$ cat src/rtl/kronos_if_pkg.sv
// Shared types and constants for the Kronos instruction fetch stage.
package kronos_if_pkg;

  localparam logic [31:0] KRONOS_BOOT_ADDR = 32'h0000_0000;

  typedef struct packed {
    logic [31:0] pc;
    logic [31:0] ir;
  } pipeIFID_t;

  typedef enum logic [0:0] {
    FETCH   = 1'b0,
    DISCARD = 1'b1
  } fetch_state_e;

  function automatic logic [31:0] word_align(input logic [31:0] addr);
    return {addr[31:2], 2'b00};
  endfunction

endpackage

$ cat src/rtl/kronos_if_if.sv
// Fetch-stage bus bundle: instruction memory read port, IF/ID handshake and redirect.
interface kronos_if_if;
  import kronos_if_pkg::*;

  // instr_req/instr_ack: the read completes in the cycle both are high; req and addr hold until then.
  // fetch_vld/fetch_rdy: a transfer happens in every cycle both are high; nothing else moves data.
  logic [31:0]  instr_addr;
  logic         instr_req;
  logic [31:0]  instr_data;
  logic         instr_ack;
  pipeIFID_t    fetch;
  logic         fetch_vld;
  logic         fetch_rdy;
  logic         branch;
  logic [31:0]  branch_target;
  fetch_state_e dbg_state;

  modport master (
    output instr_addr, instr_req, fetch, fetch_vld, dbg_state,
    input  instr_data, instr_ack, fetch_rdy, branch, branch_target
  );

  modport slave (
    input  instr_addr, instr_req, fetch, fetch_vld, dbg_state,
    output instr_data, instr_ack, fetch_rdy, branch, branch_target
  );

endinterface

$ cat src/rtl/kronos_if_fetch_fifo.sv
// Two-entry {pc, ir} buffer; slot0 is always the registered head.
module kronos_fetch_fifo
  import kronos_if_pkg::*;
(
  input  logic       clk,
  input  logic       rst,
  input  logic       clear_i,
  input  logic       push_i,
  input  pipeIFID_t  din_i,
  input  logic       pop_i,
  output pipeIFID_t  head_o,
  output logic       vld_o,
  output logic [1:0] count_o
);

  pipeIFID_t  slot0_q, slot0_d;
  pipeIFID_t  slot1_q, slot1_d;
  logic [1:0] count_q, count_d;
  logic       do_pop;

  assign do_pop = pop_i & (count_q != 2'd0);

  always_comb begin
    slot0_d = slot0_q;
    slot1_d = slot1_q;
    count_d = count_q;
    if (clear_i) begin
      count_d = 2'd0;
    end else if (push_i && do_pop) begin
      // Occupancy is unchanged; the new entry lands behind whatever survives the pop.
      if (count_q == 2'd1) begin
        slot0_d = din_i;
      end else begin
        slot0_d = slot1_q;
        slot1_d = din_i;
      end
    end else if (push_i && count_q != 2'd2) begin
      if (count_q == 2'd0) slot0_d = din_i;
      else                 slot1_d = din_i;
      count_d = count_q + 2'd1;
    end else if (do_pop) begin
      slot0_d = slot1_q;
      count_d = count_q - 2'd1;
    end
  end

  always_ff @(posedge clk) begin
    if (rst) count_q <= 2'd0;
    else     count_q <= count_d;
  end

  always_ff @(posedge clk) begin
    slot0_q <= slot0_d;
    slot1_q <= slot1_d;
  end

  assign head_o  = slot0_q;
  assign vld_o   = (count_q != 2'd0);
  assign count_o = count_q;

endmodule

$ cat src/rtl/kronos_if.sv
// Kronos instruction fetch: owns the PC, issues word reads, buffers two instructions.
module kronos_if
  import kronos_if_pkg::*;
#(
  parameter logic [31:0] BOOT_ADDR = KRONOS_BOOT_ADDR
)(
  input  logic      clk,
  input  logic      rst,
  kronos_if_if.master bus
);

  localparam logic [0:0] S_FETCH   = 1'b0;
  localparam logic [0:0] S_DISCARD = 1'b1;

  logic [0:0]  state_q, state_d;
  logic [31:0] pc_q, pc_d;
  logic [31:0] addr_q, addr_d;
  logic        out_q, out_d;

  logic [1:0]  occ;
  logic        head_vld;
  pipeIFID_t   head;
  logic        pop, issue, req, ack, push;
  logic [31:0] req_addr;

  assign pop = head_vld & bus.fetch_rdy;

  // Fresh reads only start in FETCH with nothing in flight; a redirect cycle never
  // starts one, so the next request already carries the new target.
  assign issue    = (state_q == S_FETCH) & ~out_q & ~bus.branch & ((occ != 2'd2) | pop);
  assign req      = ~rst & (out_q | issue);
  assign req_addr = out_q ? addr_q : pc_q;
  assign ack      = req & bus.instr_ack;
  assign push     = ack & (state_q == S_FETCH) & ~bus.branch;

  always_comb begin
    state_d = state_q;
    pc_d    = pc_q;
    out_d   = req & ~ack;
    addr_d  = req_addr;
    if (push) pc_d = pc_q + 32'd4;
    if (state_q == S_DISCARD && ack) state_d = S_FETCH;
    if (bus.branch) begin
      pc_d    = word_align(bus.branch_target);
      state_d = (req & ~ack) ? S_DISCARD : S_FETCH;
    end
  end

  always_ff @(posedge clk) begin
    if (rst) begin
      state_q <= S_FETCH;
      pc_q    <= word_align(BOOT_ADDR);
      out_q   <= 1'b0;
    end else begin
      state_q <= state_d;
      pc_q    <= pc_d;
      out_q   <= out_d;
    end
  end

  always_ff @(posedge clk) begin
    addr_q <= addr_d;
  end

  kronos_fetch_fifo u_fifo (
    .clk     (clk),
    .rst     (rst),
    .clear_i (bus.branch),
    .push_i  (push),
    .din_i   ('{pc: req_addr, ir: bus.instr_data}),
    .pop_i   (pop),
    .head_o  (head),
    .vld_o   (head_vld),
    .count_o (occ)
  );

  assign bus.instr_addr = req_addr;
  assign bus.instr_req  = req;
  assign bus.fetch      = head;
  assign bus.fetch_vld  = head_vld;
  assign bus.dbg_state  = fetch_state_e'(state_q);

endmodule

$ cat src/flat_wrapper.sv
// flat-port wrapper written by rule: the top's interface ports become plain ports
module kronos_if_flat import kronos_if_pkg::*;
#(
  parameter logic [31:0] BOOT_ADDR = KRONOS_BOOT_ADDR
)
  (clk, rst, bus_instr_addr, bus_instr_req, bus_fetch, bus_fetch_vld, bus_dbg_state, bus_instr_data, bus_instr_ack, bus_fetch_rdy, bus_branch, bus_branch_target);
  kronos_if_if bus_i ();
  input  logic clk;
  input  logic rst;
  output wire logic [$bits(bus_i.instr_addr)-1:0] bus_instr_addr;
  output wire logic [$bits(bus_i.instr_req)-1:0] bus_instr_req;
  output wire logic [$bits(bus_i.fetch)-1:0] bus_fetch;
  output wire logic [$bits(bus_i.fetch_vld)-1:0] bus_fetch_vld;
  output wire logic [$bits(bus_i.dbg_state)-1:0] bus_dbg_state;
  input wire logic [$bits(bus_i.instr_data)-1:0] bus_instr_data;
  input wire logic [$bits(bus_i.instr_ack)-1:0] bus_instr_ack;
  input wire logic [$bits(bus_i.fetch_rdy)-1:0] bus_fetch_rdy;
  input wire logic [$bits(bus_i.branch)-1:0] bus_branch;
  input wire logic [$bits(bus_i.branch_target)-1:0] bus_branch_target;
  assign bus_instr_addr = bus_i.instr_addr;
  assign bus_instr_req = bus_i.instr_req;
  assign bus_fetch = bus_i.fetch;
  assign bus_fetch_vld = bus_i.fetch_vld;
  assign bus_dbg_state = bus_i.dbg_state;
  assign bus_i.instr_data = bus_instr_data;
  assign bus_i.instr_ack = bus_instr_ack;
  assign bus_i.fetch_rdy = bus_fetch_rdy;
  assign bus_i.branch = bus_branch;
  assign bus_i.branch_target = bus_branch_target;
  kronos_if #(.BOOT_ADDR(BOOT_ADDR)) u_core (.clk(clk), .rst(rst), .bus(bus_i));
endmodule
$ cat config.mk
export PLATFORM = sky130hd
export DESIGN_NAME = kronos_if_flat
export DESIGN_NICKNAME = d
export VERILOG_FILES = /design/src/rtl/kronos_if_pkg.sv /design/src/rtl/kronos_if_if.sv /design/src/rtl/kronos_if_fetch_fifo.sv /design/src/rtl/kronos_if.sv /design/src/flat_wrapper.sv
export SDC_FILE = /design/constraint.sdc
export NUM_CORES = 1
export LEC_CHECK = 0
export ABC_CLOCK_PERIOD_IN_PS = 13750
export CAP_MARGIN = 10
export CORE_ASPECT_RATIO = 1.5
export CORE_MARGIN = 4
export CORE_UTILIZATION = 43
export DETAILED_ROUTE_END_ITERATION = 8
export GPL_TIMING_DRIVEN = 0
export PLACE_DENSITY = 0.79
export SYNTH_ARGS = -nofsm -noshare
export SYNTH_HDL_FRONTEND = slang
export SYNTH_SLANG_ARGS = --single-unit
$ cat constraint.sdc
create_clock -name clk -period 13.75 [get_ports clk]
set_input_delay 2.75 -clock clk [delete_from_list [all_inputs] [get_ports clk]]
set_output_delay 2.75 -clock clk [all_outputs]
set_load 0.03 [all_outputs]
== Word-level counts from Yosys, hierarchy flattened ==
Cells that the tools add are included.

* Bitwise gates (word level): 18
* Reductions and logical operators: 14
* Mux-type cells: 17
* Add/sub/neg operators: 3
* Equality and inequality tests: 5

{| class="wikitable"
|+ Operators by type and width
! cell !! count
|-
| 2-to-1 mux 64 bit || 9
|-
| 2-to-1 mux 32 bit || 3
|-
| adder 32 x 3 -> 32 bit (second input constant) || 1
|-
| bitwise AND 1 bit || 10
|-
| nonzero test 2 bit || 5
|-
| != test 2 bit (second input constant) || 3
|-
| NOT 1 bit || 6
|-
| 2-to-1 mux 2 bit || 2
|-
| AND reduction 4 bit || 1
|-
| logical AND 1 bit || 3
|-
| 2-to-1 mux 1 bit || 3
|-
| != test 3 x 2 -> 1 bit (second input constant) || 1
|-
| AND reduction 3 bit || 1
|-
| nonzero test 3 bit || 1
|-
| adder 2 x 1 -> 2 bit (second input constant) || 1
|-
| equality test 2 x 1 -> 1 bit (second input constant) || 1
|-
| zero test 2 bit || 1
|-
| bitwise OR 1 bit || 2
|-
| AND reduction 2 bit || 1
|-
| OR reduction 2 bit || 1
|-
| subtractor 2 x 1 -> 2 bit (second input constant) || 1
|}

* Register bits after elaboration: 196
* Output and inout bits: 99
* Bits of input ports: 69
* Logic and storage cells: 67

== Longest topological paths before layout ==
Gate-level depths: netlist of run 1.

* Word-level depth: 12
* Gate-level depth with buffers: 9
* Gate-level depth less buffers: 7

== Modules after synthesis ==
Synthesis of run 1 repeated with hierarchy kept, for this count alone.

* Cell total of the unflattened synthesis: 535
* Area, all modules: 7867.5 µm²

{| class="wikitable"
|+ Modules (own cells, without submodules)
! module !! seq. area each (µm²) !! cells each !! area each (µm²) !! times used
|-
| kronos_fetch_fifo || 3883.7 || 227 || 4874.7 || 1
|-
| kronos_if || 1281.2 || 308 || 2992.9 || 1
|}

== Least setup slack after synthesis of run 1 ==
Ideal clock, no wire load.

* Kind: in2reg
* Start point: in bus_branch
* End point: reg u_core.u_fifo.slot1_q[0] in the netlist's numbering, enable pin
* Buffers on the path: 2
* Arrival time: 13789 ps
* Required time: 12922 ps
* Setup slack: -867 ps
* Library setup time: 828 ps
* Cell stages on the path: 4
* Path through: clkbuf_1 or4b_2 clkbuf_1 a2111oi_0

* Longest elaborated chain between the ends: 11
* Elaborated cells between the ends (all ways): 14
* Those cells by class: 2 x eq/ne; 8 x bitwise; 4 x reduce/logical

{| class="wikitable"
|+ Ends and longest elaborated chain
! element !! RTL line !! text
|-
| from (decl) || flat_wrapper.sv:18 || <nowiki>input wire logic [$bits(bus_i.branch)-1:0] bus_branch;</nowiki>
|-
| NOT 1 bit (no source line) * || - ||
|-
| bitwise AND 1 bit (2 in series) || kronos_if.sv:30 || <nowiki>assign issue = (state_q == S_FETCH) & ~out_q & ~bus.branch & ((occ != 2'd2) | pop);</nowiki>
|-
| bitwise OR 1 bit || kronos_if.sv:31 || <nowiki>assign req = ~rst & (out_q | issue);</nowiki>
|-
| bitwise AND 1 bit || kronos_if.sv:31 ||
|-
| bitwise AND 1 bit || kronos_if.sv:33 || <nowiki>assign ack = req & bus.instr_ack;</nowiki>
|-
| bitwise AND 1 bit (2 in series) || kronos_if.sv:34 || <nowiki>assign push = ack & (state_q == S_FETCH) & ~bus.branch;</nowiki>
|-
| logical AND 1 bit (on tied branches) || kronos_if_fetch_fifo.sv:29, kronos_if_fetch_fifo.sv:37 ||
|-
| != test 2 bit (no source line) or nonzero test 2 bit (tied branches) || - ||
|-
| AND reduction 4 bit (no source line) * || - ||
|-
| to (signal assigned) || kronos_if_fetch_fifo.sv:54 || <nowiki>slot1_q <= slot1_d;</nowiki>
|-
| to (decl) || kronos_if_fetch_fifo.sv:17 || <nowiki>pipeIFID_t slot1_q, slot1_d;</nowiki>
|}

Mark *: on every way between the ends. The rest lies on a longest branch, timed or not.
A chain may end at the register's enable or synchronous reset.

== Worst setup path after layout of run 1 ==
* Start point: in bus_fetch_rdy
* End point: out bus_instr_req

* Longest elaborated chain between the ends: 5

{| class="wikitable"
|+ Ends and longest elaborated chain
! element !! RTL line !! text
|-
| from (decl) || flat_wrapper.sv:17 || <nowiki>input wire logic [$bits(bus_i.fetch_rdy)-1:0] bus_fetch_rdy;</nowiki>
|-
| bitwise AND 1 bit || kronos_if.sv:26 || <nowiki>assign pop = head_vld & bus.fetch_rdy;</nowiki>
|-
| bitwise OR 1 bit || kronos_if.sv:30 ||
|-
| bitwise AND 1 bit || kronos_if.sv:30 ||
|-
| bitwise OR 1 bit || kronos_if.sv:31 ||
|-
| bitwise AND 1 bit || kronos_if.sv:31 ||
|-
| to (decl) || flat_wrapper.sv:11 || <nowiki>output wire logic [$bits(bus_i.instr_req)-1:0] bus_instr_req;</nowiki>
|}

Every way passes these cells.

==> results.toml, run 1 <==
[power_and_ir_drop]
combPwrFrac_pct = 11.3
p_per_area_mw_per_mm2 = 127
leakagePower_uw = 0.00348
p_sw_share_pct = 23.7
p_int_uw = 992
switching_power_uw = 309
ir_worst_vdd_v = 0.0000821
p_clk_share_pct = 38.3
power_frac_seq_pct = 50.5

[drt]
num_vias = 5013
drt_pass1_iterations = 4
drtIter0Drc = 390
drc = 0
wl_mm = 18.2
wl_per_cell_um = 19.3
detail-route-antenna-nets = 0
viasPerCell = 5.32

[cts]
clockBufferDepth = 2
clockRootBuffer = "clkbuf_16"
ctsResizeCount = 0
cts.sinks = 194
clk_pin_slew_ps = 60
numCtsBuffers = 17
clk_latency_ps = 420
tritoncts = "done"
cts_setup_buffers = 0
cts_hold_buf = 0
htreeDepth = 4

[sta]
max_slew_margin_pct = 39.0
fin_worst_skew_ps = 7.82
hold_viol = 0
setup_violations = 0
tightestPinTransition_ps = 913
rsz0062_at_grt = "false"
period_share_pct = 58.5
maxSlewViolCount = 0
period_minus_slack_ps = 8040
holdWs_ps = 506
max_freq_ghz = 0.124

[finish]
final_util_pct = 58.9
fill_cells = 1392
antennaDiodeCount = 0
drive_above_1_share_pct = 19.3
area_growth_pct = 34.7
fin_nets = 790
design_area_mm2 = 0.0103
stdcell_count = 943

[die]
initial_core_util_pct = 43.8
die_y_um = 171
fp.dieW_um = 117
num_rows = 59
ios = 168
die-area_mm2 = 0.0200
core_area_mm2 = 0.0174

[worst_setup_path]
crit_path_max_incr_delay_ps = 700
path_cells = "clkdlybuf4s50_1 > nor2b_1 > clkbuf_1 > o221ai_1 > clkbuf_1 > inv_1 > clkdlybuf4s50_1"
required_ps = 11000
crit_path_end_kind = "output pin"
arrival_ps = 5290
setup.worst_path.class = "primary input to output pin"
crit_fanout = 10
cpMaxStageDelayCell = "clkdlybuf4s50_1"
cp-start-kind = "primary input"

[synthesis]
yosysWarnings = 0
syn-cell-area_mm2 = 0.00762
ys_seq_area_share_pct = 67.8
synth_most_common_cell = "edfxtp_1"
synth_mux_area_share_pct = 13.7
synth.avg_cell_area_um2 = 14.6
synth_top_family_by_area = "multiplexers"
async_flop_share_pct = 0
syn_nets = 595
synth-xor-area-share_pct = 2.30
yosys-top-cells-count = "edfxtp_1, mux2_2, dfxtp_1"
synth_adder_area_share_pct = 0.657
synth_top_area_share_pct = 50.4
synth_edf_count = 128
synthSimpleGateAreaFrac_pct = 8.34
synth_compound_area_share_pct = 5.25
ys_top_cells_by_area = "edfxtp_1, dfxtp_1, mux2_2"
yosys.cell_types.count = 50
ys_ff_latch = 194
synthCells = 522
synth_ff_type = "edfxtp_1"
synth.largest_area_cell = "edfxtp_1"

[run_status]
outcome = "completed"

[placement]
gp_congestion = 0.856
dpl.hpwl_mm = 13.4
dp.cells = 911
placed_area_mm2 = 0.00966
io_buffers = 164

[grt]
antenna_found_initial = 0
grt_start_max_net_pins = 30
grt_pass1_vias = 5317
grt_first_pass_wirelength_mm = 28.4
overflow = 0
grt_usage_pct = 18.4

[flow_run]
max-cap-violations = 0

[hold_path]
min_path_type = "flip-flop to flip-flop"
==> worst max-delay path, delay by kind of cell <==
| kind | cells | cell delay (ps) |
|---|---|---|
| buffers and inverters | 5 | 2050 |
| AOI/OAI and AO/OA | 1 | 340 |
| and+or+nand+nor | 1 | 140 |
==> layout make-up <==
| cell class | instances | area (um2) | area share (%) |
|---|---|---|---|
| repair buffers | 176 | 1760 | 17.2 |
| flip-flops and latches | 194 | 5160 | 50.3 |
| multi-input cells | 288 | 2320 | 22.6 |
| clock buffers | 22 | 497 | 4.84 |
| well taps | 213 | 267 | 2.60 |
| plain buffers | 29 | 110 | 1.07 |
| inverters | 11 | 41.3 | 0.402 |
| clock inverters | 10 | 109 | 1.06 |
==> cells by family (layout without fill, tap and decap cells) <==
| kind of cell | count (synthesis) | count (layout) |
|---|---|---|
| compound gates | 55 | 55 |
| buf+inv | 40 | 248 |
| simple gates | 116 | 116 |
| fa+ha+maj | 4 | 4 |
| flops | 194 | 194 |
| xor+xnor | 20 | 20 |
| mux | 93 | 93 |
==> flip-flops by register name (all words and copies together), names as in the netlist <==
signal	count
u_core.u_fifo.head_o	64
u_core.bus.dbg_state	1
u_core.out_q	1
u_core.u_fifo.count_o	2
u_core.addr_q	32
u_core.pc_q	30
u_core.u_fifo.slot1_q	64
==> cells in the final DEF (no fill, tap or decap), types with 2 or more instances in the layout <==
master           Yosys  final
o211a_1              2      2
nand4_1              5      5
o31ai_1              2      2
nor4_1              17     17
a22oi_1              2      2
a31oi_1              2      2
clkinv_4             0      2
dfxtp_1             66     66
or3_1                3      3
mux2_2              91     91
a21oi_1              4      4
mux2i_1              2      2
and4_1               4      4
clkdlybuf4s50_1      0    164
o211ai_1             2      2
edfxtp_1           128    128
ha_1                 4      4
inv_1               10     10
nand2b_1             3      3
o21ai_0              7      7
nor2b_1              5      5
nand2_1             14     14
nand3_1              8      8
a211oi_1            21     21
xnor2_1             19     19
and2_1               3      3
clkbuf_1            25     27
nor4b_1              3      3
nor2_1              34     33
or4_1                3      3
buf_1                3      3
clkbuf_16            0     19
inv_6                0      4
nor3_1               6      6
buf_2                1      2
buf_4                0      9
a311oi_1             4      4
clkinvlp_4           0      2
==> power groups by stage <==
stage	Clock, uW	Combinational, uW	Sequential (uW)
floorplan	0	67.7	679
global placement	0	142	670
detailed placement	0	148	669
CTS	512	148	656
global route	537	156	659
finish	498	147	657
==> routing by layer <==
layer / part of all wire, % / wire length, um / GRT usage (%)
met1: 40 / 7330 / 22.3
met2: 53 / 9630 / 32.2
met3: 5.1 / 933 / 4.00
met4: 1.7 / 318 / 6.19
met5: 0 / 0 / 0
==> worst paths after layout <==
kind,start,endpoint,depth (start not counted),slack (ps)
setup / recovery,bus_fetch_rdy,bus_instr_req,7,5710
hold / removal,u_core.addr_q[1],u_core.addr_q[1],1,510
setup reg to reg,u_core.u_fifo.count_o[1],u_core.u_fifo.head_o[56],9,10460
hold reg to reg,u_core.addr_q[1],u_core.addr_q[1],1,510
==> metrics by stage <==
| stage | power (uW) | setup slack [ps] | setup TNS [ps] |
|---|---|---|---|
| 2_1_floorplan | 747 | 2300 | 0 |
| 3_3_place_gp | 812 | -2070 | -131820 |
| 3_5_place_dp | 817 | 5760 | 0 |
| 4_1_cts | 1320 | 5750 | 0 |
| 5_1_grt | 1350 | 5580 | 0 |
| 6_report | 1300 | 5710 | 0 |
No activity file was read; power rests on OpenSTA's default activity.
==> run 2: changes to the inputs <==
ABC_CLOCK_PERIOD_IN_PS = 7200   (was 13750)
clock period = 7.2 ns   (was 13.75 ns; I/O delays follow)
==> run 2 against run 1 <==
- first-iteration DRC count is 18% lower
- wire length fell by 0.90%
- sequential power rose by 90%
- clock-buffer cell count is 3 lower
- sequential cell count did not move
- clock power increased by 89%
- worst hold slack got worse by 1.0 ps
- critical path depth is the same
- critical endpoint unchanged
==> results.toml, run 2 (same netlist as run 1, synthesis figures left out) <==
[grt]
grt_pass1_vias = 5239
antenna_found_initial = 0
grt_usage_pct = 18.4
grt_first_pass_wirelength_mm = 27.9
grt_start_max_net_pins = 33
overflow = 0

[power_and_ir_drop]
p_per_area_mw_per_mm2 = 241
ir_worst_vdd_v = 0.000144
combPwrFrac_pct = 11.3
p_clk_share_pct = 38.0
p_sw_share_pct = 24.5
power_frac_seq_pct = 50.7
leakagePower_uw = 0.00346
switching_power_uw = 606
p_int_uw = 1870

[sta]
max_slew_margin_pct = 37.3
setup_ws_ps = 1790
holdWs_ps = 505
setup_violations = 0
tns_ps = 0
rsz0062_at_grt = "false"
fin_worst_skew_ps = 10.1
period_share_pct = 75.1
period_minus_slack_ps = 5410
max_freq_ghz = 0.185
maxSlewViolCount = 0
tightestPinTransition_ps = 940
hold_viol = 0

[cts]
cts_hold_buf = 0
htreeDepth = 4
clk_pin_slew_ps = 70
ctsResizeCount = 0
clk_latency_ps = 430
numCtsBuffers = 17
clockBufferDepth = 2
cts_setup_buffers = 0
clockRootBuffer = "clkbuf_16"
cts.sinks = 194
tritoncts = "done"

[placement]
dp.cells = 906
gp_congestion = 0.860
placed_area_mm2 = 0.00966
dpl.hpwl_mm = 13.3
place_ws_ps = 1800
io_buffers = 164

[worst_setup_path]
required_ps = 5760
path_buf_inv = 5
cpMaxStageDelayCell = "clkdlybuf4s50_1"
crit_path_max_incr_delay_ps = 690
arrival_ps = 3970
path_delay_family = "buffers and inverters"
rrSetupSlack_ps = 4000
crit_path_end_kind = "output pin"
crit_fanout = 10
path_cells = "clkdlybuf4s50_1 > nor2b_1 > clkbuf_1 > o221ai_1 > clkbuf_1 > inv_1 > clkdlybuf4s50_1"
cp-start-kind = "primary input"
setup.worst_path.class = "primary input to output pin"

[drt]
wl_mm = 18.0
wl_per_cell_um = 19.2
drc = 0
num_vias = 4970
drtIter0Drc = 318
viasPerCell = 5.30
drt_pass1_iterations = 4
detail-route-antenna-nets = 0

[finish]
antennaDiodeCount = 0
area_growth_pct = 34.5
most-common-layout-cells = "clkdlybuf4s50_1, edfxtp_1, mux2_2"
fin_nets = 785
stdcell_count = 938
drive_above_1_share_pct = 19.0
design_area_mm2 = 0.0103
final_common_cell = "clkdlybuf4s50_1"
fill_cells = 1430

[die]
die-area_mm2 = 0.0200
die_y_um = 171
fp.dieW_um = 117
num_rows = 59
initial_core_util_pct = 43.8
ios = 168
core_area_mm2 = 0.0174

[run_status]
outcome = "completed"

[flow_run]
max-cap-violations = 0

[hold_path]
min_path_type = "flip-flop to flip-flop"
==> run 2: changes by cell type in the layout (fill, tap and decap cells not counted), moves of 2 or more <==
cell / previous run / this run
clkbuf_16: 19 / 17
clkbuf_1: 27 / 25
buf_4: 9 / 0
clkinvlp_4: 2 / 0
buf_6: 0 / 4
inv_8: 1 / 3
==> run 2: power by group through the flow <==
stage | Combinational [uW] | Sequential [uW] | Clock (uW)
6_report | 279 | 1250 | 941
3_5_place_dp | 281 | 1280 | 0
3_3_place_gp | 272 | 1280 | 0
2_1_floorplan | 130 | 1300 | 0
4_1_cts | 283 | 1250 | 964
5_1_grt | 299 | 1260 | 1010
==> run 2: worst paths after layout <==
kind	start	to	depth (start not counted)
worst max-delay path	bus_fetch_rdy	bus_instr_req	7
worst min-delay path	u_core.addr_q[18]	u_core.addr_q[18]	1
worst max register to register	u_core.u_fifo.count_o[1]	u_core.u_fifo.head_o[61]	9
worst min register to register	u_core.addr_q[18]	u_core.addr_q[18]	1
==> run 2: layout make-up <==
cell class,instances,area (um2),share of cell area (%)
multi-input combinational,288,2330,22.7
timing repair buffer,171,1740,17.0
inverter,11,41.3,0.403
tap,213,267,2.60
clock buffer,19,453,4.42
sequential,194,5160,50.4
buffer,29,110,1.07
clock inverter,13,144,1.40
==> run 2: metrics by stage <==
| stage | util, % | power (uW) |
|---|---|---|
| after global routing | 58.9 | 2570 |
| after global placement | 54.7 | 1550 |
| after floorplan | - | 1430 |
| after CTS | 58.9 | 2500 |
| after detailed placement | 55.4 | 1560 |
| final | 58.9 | 2470 |
==> run 2: worst reg2reg max path, stage by stage (launching register included) <==
cell      delay (ps)
dfxtp_1          390
inv_1             90
ha_1             250
nor2b_1          120
clkbuf_1         330
or2_2            200
a21o_1           110
clkbuf_1         510
clkbuf_1         550
mux2_2           410
==> run 2: metal layers <==
| metal | vias up | GRT usage [%] | share of wire [%] |
|---|---|---|---|
| li1 | 2373 | - | - |
| met4 | 0 | 6.54 | 1.8 |
| met1 | 2417 | 20.9 | 39 |
| met3 | 25 | 4.60 | 6.0 |
| met5 | - | 0 | 0 |
| met2 | 155 | 33.0 | 53 |
==> run 3: changes to the inputs <==
ABC_CLOCK_PERIOD_IN_PS = 4500   (was 7200)
clock period = 4.5 ns   (was 7.2 ns; I/O delays follow)
==> run 3 against run 2 <==
- register-to-register slack got worse by 2800 ps
- final cell count is the same
- die area unchanged
- wire length rose by 2.6%
- utilization is 0.079 points lower
- clock power grew 54%
- critical path depth unchanged
- setup slack worse by 1600 ps
- non-clock buffer count stayed put
- via count grew 1.4%
- critical path type unchanged
- critical endpoint unchanged
==> results.toml, run 3 (same netlist as run 1, synthesis figures left out) <==
[flow_run]
max-cap-violations = 0

[sta]
max_slew_margin_pct = 48.8
setup_violations = 0
max_freq_ghz = 0.230
rsz0062_at_grt = "false"
fin_worst_skew_ps = 13.5
period_share_pct = 96.8
period_minus_slack_ps = 4350
tightestPinTransition_ps = 768
maxSlewViolCount = 0
hold_viol = 0

[finish]
final_common_cell = "clkdlybuf4s50_1"
design_area_mm2 = 0.0102
drive_above_1_share_pct = 19.2
most-common-layout-cells = "clkdlybuf4s50_1, edfxtp_1, mux2_2"
fin_nets = 785
area_growth_pct = 34.3
fill_cells = 1449
antennaDiodeCount = 0
final_util_pct = 58.8

[drt]
drt_pass1_iterations = 5
viasPerCell = 5.38
wl_mm = 18.5
num_vias = 5042
wl_per_cell_um = 19.7
drtIter0Drc = 386
drc = 0
detail-route-antenna-nets = 0

[power_and_ir_drop]
p_per_area_mw_per_mm2 = 382
p_clk_share_pct = 37.2
p_sw_share_pct = 25.0
switching_power_uw = 978
ir_worst_vdd_v = 0.000209
p_int_uw = 2930
combPwrFrac_pct = 11.5
leakagePower_uw = 0.00346
power_frac_seq_pct = 51.3

[cts]
ctsResizeCount = 0
cts_setup_buffers = 0
tritoncts = "done"
clockRootBuffer = "clkbuf_16"
clockBufferDepth = 2
numCtsBuffers = 17
cts.sinks = 194
htreeDepth = 4
cts_hold_buf = 0
clk_latency_ps = 430
clk_pin_slew_ps = 70

[grt]
antenna_found_initial = 0
grt_start_max_net_pins = 27
grt_usage_pct = 18.8
overflow = 0
grt_first_pass_wirelength_mm = 28.8
grt_pass1_vias = 5399

[worst_setup_path]
crit_path_end_kind = "output pin"
cpMaxStageDelayCell = "clkdlybuf4s50_1"
setup.worst_path.class = "primary input to output pin"
path_delay_family = "buffers and inverters"
required_ps = 3600
crit_fanout = 10
cp-start-kind = "primary input"
path_cells = "clkdlybuf4s50_1 > nor2b_1 > clkbuf_1 > o221ai_1 > clkbuf_1 > inv_1 > clkdlybuf4s50_1"
path_buf_inv = 5
arrival_ps = 3450
crit_path_max_incr_delay_ps = 700

[die]
ios = 168
die-area_mm2 = 0.0200
fp.dieW_um = 117
num_rows = 59
die_y_um = 171
core_area_mm2 = 0.0174
initial_core_util_pct = 43.8

[placement]
io_buffers = 164
placed_area_mm2 = 0.00967
gp_congestion = 0.876
dpl.hpwl_mm = 13.7

[run_status]
outcome = "completed"

[hold_path]
min_path_type = "flip-flop to flip-flop"
-- run 3: area by class of cell --
cell class | instances | area [um2] | share of cell area (%)
Clock inverter | 13 | 118 | 1.15
Timing Repair Buffer | 171 | 1750 | 17.1
Buffer | 29 | 111 | 1.09
Tap cell | 213 | 267 | 2.60
Sequential cell | 194 | 5160 | 50.4
Inverter | 11 | 41.3 | 0.403
Multi-Input combinational cell | 288 | 2330 | 22.8
Clock buffer | 19 | 453 | 4.42
-- run 3: worst register-to-register path: cells and delay by family (launching register included) --
| kind | cells | cell delay (ps) |
|---|---|---|
| fa+ha+maj | 1 | 250 |
| compound gates | 1 | 100 |
| simple gates | 2 | 320 |
| buf+inv | 4 | 1560 |
| mux | 1 | 410 |
| flops | 1 | 400 |
-- run 3: path summary, 6_finish.rpt --
check        depth (start not counted)                       end                     start  slack, ps
min                                  1         u_core.addr_q[20]         u_core.addr_q[20]        510
max                                  7             bus_instr_req             bus_fetch_rdy        150
min reg2reg                          1         u_core.addr_q[20]         u_core.addr_q[20]        510
max reg2reg                          9  u_core.u_fifo.head_o[56]  u_core.u_fifo.count_o[1]       1210
-- run 3: layer usage --
layer  wire length, um  global-route usage (%)  up-vias
li1                  -                       -     2362
met1              7150                    21.4     2452
met2              9810                    33.3      189
met3              1090                    4.81       39
met4               452                    7.09        0
met5                 0                       0        -
-- run 3: per-stage QoR --
step           hold slack (ps)  worst slack, ps  cells  setup TNS (ps)  total power [uW]
6_report                   506              146    938               0              3910
5_1_grt                    527             4.87    938               0              4060
4_1_cts                    510              160    938               0              3950
3_5_place_dp               489              193    906               0              2500
3_3_place_gp               486            -1600    899         -168360              2480
2_1_floorplan              484             11.5    522               0              2280
-- run 3: power groups by stage --
stage	clock network (uW)	logic [uW]	registers, uW
after floorplan	0	209	2070
after global placement	0	437	2040
after detailed placement	0	453	2050
after CTS	1490	456	2010
after global routing	1570	481	2010
final	1450	449	2010
==> variant 1: new RTL, flow settings as in run 2 <==
Register the output `bus.dbg_state`; this adds one clock of latency there.
--- a/src/rtl/kronos_if.sv
+++ b/src/rtl/kronos_if.sv
@@ -79,5 +79,7 @@
   assign bus.fetch      = head;
   assign bus.fetch_vld  = head_vld;
-  assign bus.dbg_state  = fetch_state_e'(state_q);
+  always_ff @(posedge clk) begin
+    bus.dbg_state <= fetch_state_e'(state_q);
+  end
 
 endmodule
Formal check against the unedited RTL: not equivalent (Yosys sat finds a counterexample within 4 cycles, from zero or initial values and one cycle with rst high).
==> variant 1 against run 2 <==
  * Area after synthesis up 0.26%
  * Routed wire length rose by 2.0%
  * Core utilization decreased by 0.17 points
  * Sequential cell count rose by 1
  * Worst setup slack worse by 98 ps
  * Power is 2.4% lower
  * Register-to-register slack lost 50 ps
  * Final area decreased by 0.28%
  * First-iteration DRC count is 24% higher
  * Critical path type unchanged
  * Largest power group unchanged
  * Highest routed layer unchanged
==> variant 1: results (changes against run 2) <==
<table>
<tr><th>Metric</th><th>Value</th></tr>
<tr><th colspan="2">Placement</th></tr>
<tr><td>Worst setup slack before clock tree synthesis</td><td>1710 ps (was 1800 ps)</td></tr>
<tr><td>Post-DP HPWL</td><td>13500 um (was 13300 um)</td></tr>
<tr><td>Routability-driven placement congestion ratio</td><td>0.900 (was 0.860)</td></tr>
<tr><td>Post-DP Area</td><td>9690 um^2 (was 9660 um^2)</td></tr>
<tr><td>Cell Count Post-Placement</td><td>907 (was 906)</td></tr>
<tr><th colspan="2">Global routing</th></tr>
<tr><td>Overall Global Routing Usage</td><td>0.185 (was 0.184)</td></tr>
<tr><th colspan="2">Synthesis</th></tr>
<tr><td>Post-Syn Nets</td><td>596 (was 595)</td></tr>
<tr><td>Xor and xnor area share after synthesis</td><td>0.0229 (was 0.0230)</td></tr>
<tr><td>Sequential share of the synthesized area</td><td>0.678 (about the same)</td></tr>
<tr><td>Top cell types by occurrence after synthesis</td><td>128 x edfxtp_1, 91 x mux2_2, 67 x dfxtp_1 (was 128 x edfxtp_1, 91 x mux2_2, 66 x dfxtp_1)</td></tr>
<tr><td>Adder-cell share of the synthesized area</td><td>0.00655 (was 0.00657)</td></tr>
<tr><th colspan="2">Finish</th></tr>
<tr><td>Post-layout nets</td><td>786 (was 785)</td></tr>
<tr><td>Count of placed standard cells in the final layout, fillers left out</td><td>939 (was 938)</td></tr>
<tr><td>Buffering overhead</td><td>0.182 (was 0.181)</td></tr>
<tr><td>Layout cell share with drive strength beyond 1</td><td>0.186 (was 0.190)</td></tr>
<tr><td>Number of filler cells placed in the layout</td><td>1379 (was 1430)</td></tr>
<tr><td>Fraction of area in clock buffers and inverters</td><td>0.0525 (was 0.0582)</td></tr>
<tr><th colspan="2">Clocking</th></tr>
<tr><td>Number of sinks driven by the clock tree</td><td>195 (was 194)</td></tr>
<tr><th colspan="2">Route</th></tr>
<tr><td>Via-per-instance ratio</td><td>5.39 (was 5.30)</td></tr>
<tr><td>DR pass1 iterations</td><td>5 (was 4)</td></tr>
<tr><td>Final routed wire length divided by cell count</td><td>19.6 um (was 19.2 um)</td></tr>
<tr><th colspan="2">Min path</th></tr>
<tr><td>Hold Path Stages</td><td>0 (was 1)</td></tr>
<tr><td>Hold_sp</td><td>u_core.state_q$_SDFFE_PP0P_ (was u_core.addr_q[18]$_DFF_P_)</td></tr>
<tr><td>Hold Crit Endpoint</td><td>u_core.bus.dbg_state$_DFF_P_ (was u_core.addr_q[18]$_DFF_P_)</td></tr>
<tr><th colspan="2">Outcome</th></tr>
<tr><td>Outcome</td><td>finished clean (unchanged)</td></tr>
<tr><th colspan="2">STA</th></tr>
<tr><td>Pin slew with the least headroom to its limit</td><td>739 ps (was 940 ps)</td></tr>
<tr><td>Hold slack final</td><td>424 ps (was 505 ps)</td></tr>
<tr><td>Fin Clk Skew</td><td>11.4 ps (was 10.1 ps)</td></tr>
<tr><th colspan="2">Critical path</th></tr>
<tr><td>Worst reg2reg setup slack</td><td>3950 ps (was 4000 ps)</td></tr>
</table>
## variant 1: per-layer routing
metal | share of wire | GRT usage
met5 | 0 | 0
met4 | 0.023 | 0.0679
met3 | 0.056 | 0.0500
met2 | 0.52 | 0.321
met1 | 0.40 | 0.216
## variant 1: worst max path at each step
stage	slack (ps)	cells after the start	to	from
final	1700	7	bus_instr_req	bus_fetch_rdy
after global routing	1490	7	bus_instr_req	bus_fetch_rdy
after CTS	1700	7	bus_instr_req	bus_fetch_rdy
after detailed placement	1710	7	bus_instr_req	bus_fetch_rdy
after global placement	-2400	4	u_core.u_fifo.slot1_q[55]$_DFFE_PP_	bus_instr_ack
after floorplan	250	4	u_core.u_fifo.slot1_q[0]$_DFFE_PP_	bus_branch
## variant 1: power by group
part | internal, uW | switching (uW)
clock network | 450 | 423
registers | 1240 | 23.3
logic | 128 | 154
## variant 1: critical path: stages
cell,delay (ps)
clkdlybuf4s50_1,500
nor2b_1,170
clkbuf_1,210
o221ai_1,440
clkbuf_1,470
inv_1,170
clkdlybuf4s50_1,640
==> variant 2: new RTL, config.mk and constraints of run 2 <==
Without the edit above. Reset style: asynchronous (`rst`), changed in 2 clocked blocks.
--- a/src/rtl/kronos_if_fetch_fifo.sv
+++ b/src/rtl/kronos_if_fetch_fifo.sv
@@ -45,5 +45,5 @@
   end
 
-  always_ff @(posedge clk) begin
+  always_ff @(posedge clk or posedge rst) begin
     if (rst) count_q <= 2'd0;
     else     count_q <= count_d;
--- a/src/rtl/kronos_if.sv
+++ b/src/rtl/kronos_if.sv
@@ -47,5 +47,5 @@
   end
 
-  always_ff @(posedge clk) begin
+  always_ff @(posedge clk or posedge rst) begin
     if (rst) begin
       state_q <= S_FETCH;
Function: differs if rst is asserted again (counterexample within 4 cycles, from zero or initial values and one cycle with rst high); with rst held inactive, the same outputs for 4 cycles.
==> variant 2 against run 2 <==
  * Hold slack gained 5.0 ps
  * Routed wire length grew 3.3%
  * First-iteration DRC count grew 0.63%
  * Worst setup slack gained 490 ps
  * Largest cell class unchanged
  * Sequential cell count is the same
  * Final area grew 1.9%
  * Core utilization shrank 0.40 points
  * Area after synthesis grew 2.1%
Power is not compared: it rests on default switching activity, and its combinational part moved more than twofold at a synthesized area within 25%.
==> variant 2: results (changes against run 2) <==
<table>
<tr><th>Metric</th><th>Value</th></tr>
<tr><th colspan="2">Route</th></tr>
<tr><td>Total Wirelength</td><td>18600 um (was 18000 um)</td></tr>
<tr><td>DR pass1 iterations</td><td>4 (unchanged)</td></tr>
<tr><td>Initial DRC Count</td><td>320 (was 318)</td></tr>
<tr><td>Via-per-instance ratio</td><td>5.42 (was 5.30)</td></tr>
<tr><th colspan="2">Placement</th></tr>
<tr><td>Routability-driven placement congestion ratio</td><td>0.884 (was 0.860)</td></tr>
<tr><td>Post-DP HPWL</td><td>13500 um (was 13300 um)</td></tr>
<tr><td>Number of input and output port buffers inserted</td><td>165 (was 164)</td></tr>
<tr><th colspan="2">Finish</th></tr>
<tr><td>Post-layout nets</td><td>772 (was 785)</td></tr>
<tr><td>Layout cell share with drive strength beyond 1</td><td>0.209 (was 0.190)</td></tr>
<tr><th colspan="2">STA</th></tr>
<tr><td>Relative max-transition margin</td><td>0.389 (was 0.373)</td></tr>
<tr><td>Fin Clk Skew</td><td>14.0 ps (was 10.1 ps)</td></tr>
<tr><th colspan="2">Pwr</th></tr>
<tr><td>Worst-case vdd ir drop</td><td>152 uV</td></tr>
<tr><th colspan="2">Clocking</th></tr>
<tr><td>Number of levels the H-tree was split into</td><td>4 (unchanged)</td></tr>
<tr><td>Resized cells post-CTS</td><td>0 (unchanged)</td></tr>
<tr><td>Worst skew pair latency</td><td>430 ps (about the same)</td></tr>
<tr><th colspan="2">Outcome</th></tr>
<tr><td>Outcome</td><td>finished clean (unchanged)</td></tr>
<tr><th colspan="2">Synthesis</th></tr>
<tr><td>Sequential share of the synthesized area</td><td>0.686 (was 0.678)</td></tr>
<tr><td>Top cell types by occurrence after synthesis</td><td>128 x edfxtp_1, 90 x mux2_2, 34 x dfrtp_1 (was 128 x edfxtp_1, 91 x mux2_2, 66 x dfxtp_1)</td></tr>
<tr><td>Async set or reset register ratio after synthesis</td><td>0.175 (was 0)</td></tr>
<tr><td>Biggest area contributors in the synthesized netlist</td><td>edfxtp_1 49%, mux2_2 13%, dfrtp_1 11% (was edfxtp_1 50%, dfxtp_1 17%, mux2_2 13%)</td></tr>
<tr><th colspan="2">Critical path</th></tr>
<tr><td>Worst-case reg-to-reg path depth</td><td>8 (was 9)</td></tr>
<tr><td>Peak per-stage delay on the critical path</td><td>600 ps (was 690 ps)</td></tr>
<tr><td>Worst EP arrival</td><td>3470 ps (was 3970 ps)</td></tr>
<tr><th colspan="2">Global routing</th></tr>
<tr><td>Overall Global Routing Usage</td><td>0.185 (was 0.184)</td></tr>
<tr><td>Pin count of the biggest net entering global routing</td><td>35 (was 33)</td></tr>
<tr><td>Wire length of the first global-routing pass</td><td>29500 um (was 27900 um)</td></tr>
<tr><td>Via count of the first global-routing pass</td><td>5360 (was 5239)</td></tr>
</table>
==> variant 2: where the power goes <==
group | internal [uW] | total [uW] | switching [uW]
Combinational | 267 | 630 | 363
Sequential | 1320 | 1370 | 50.9
Clock | 506 | 953 | 447
==> variant 2: per-layer routing <==
layer / global-route usage / routed length [um] / vias to the layer above
met5: 0 / 0 / -
met1: 0.215 / 7430 / 2522
li1: - / - / 2343
met3: 0.0484 / 915 / 21
met2: 0.334 / 10000 / 152
met4: 0.0557 / 292 / 0
==> variant 2: cells by family (layout without fill, tap and decap cells) <==
family / Yosys count / in the layout / synth area share
xor+xnor: 10 / 10 / 0.0113
flops: 194 / 194 / 0.686
simple gates: 107 / 107 / 0.0756
compound gates: 67 / 67 / 0.0619
mux: 95 / 95 / 0.137
buf+inv: 31 / 235 / 0.0217
fa+ha+maj: 4 / 4 / 0.00643
==> variant 2: cell type report <==
type,count,area [um^2]
fillers,1464,7420
plain buffers,25,146
repair buffers,172,1760
clock buffers,18,439
well taps,217,272
flip-flops and latches,194,5340
multi-input cells,283,2310
inverters,6,22.5
clock inverters,14,161
==> variant 2: worst register-to-register path, cell delays in order (launching register included) <==
cell	delay [ps]
dfrtp_1	380
inv_1	120
ha_1	300
nand2b_1	150
clkbuf_1	420
nor2_1	140
a211oi_4	740
buf_6	260
mux2_2	360
==> variant 2: path summary, 6_finish.rpt <==
path                                                      end                            startpoint  slack, ps
setup / recovery                                bus_instr_req                            bus_branch       2290
hold / removal                      u_core.addr_q[21]$_DFF_P_             u_core.addr_q[21]$_DFF_P_        510
setup reg to reg           u_core.u_fifo.head_o[35]$_DFFE_PP_  u_core.u_fifo.count_o[0]$_DFFE_PP0P_       4070
hold reg to reg                     u_core.addr_q[21]$_DFF_P_             u_core.addr_q[21]$_DFF_P_        510
max in group asynchronous         u_core.pc_q[28]$_DFFE_PP0N_                                   rst       5130
min in group asynchronous    u_core.bus.dbg_state$_DFFE_PP0P_                                   rst       1570
==> variant 2: per-stage QoR <==
step / hold slack (ps) / setup slack (ps) / std cells / total power, uW / cell area [um^2]
2_1_floorplan: 501 / 568 / 508 / 1760 / 7790
3_3_place_gp: 486 / -2090 / 890 / 2000 / 9710
3_5_place_dp: 500 / 2300 / 897 / 2030 / 9840
4_1_cts: 518 / 2290 / 929 / 2990 / 10400
5_1_grt: 536 / 2150 / 929 / 3080 / 10400
6_report: 510 / 2290 / 929 / 2950 / 10400
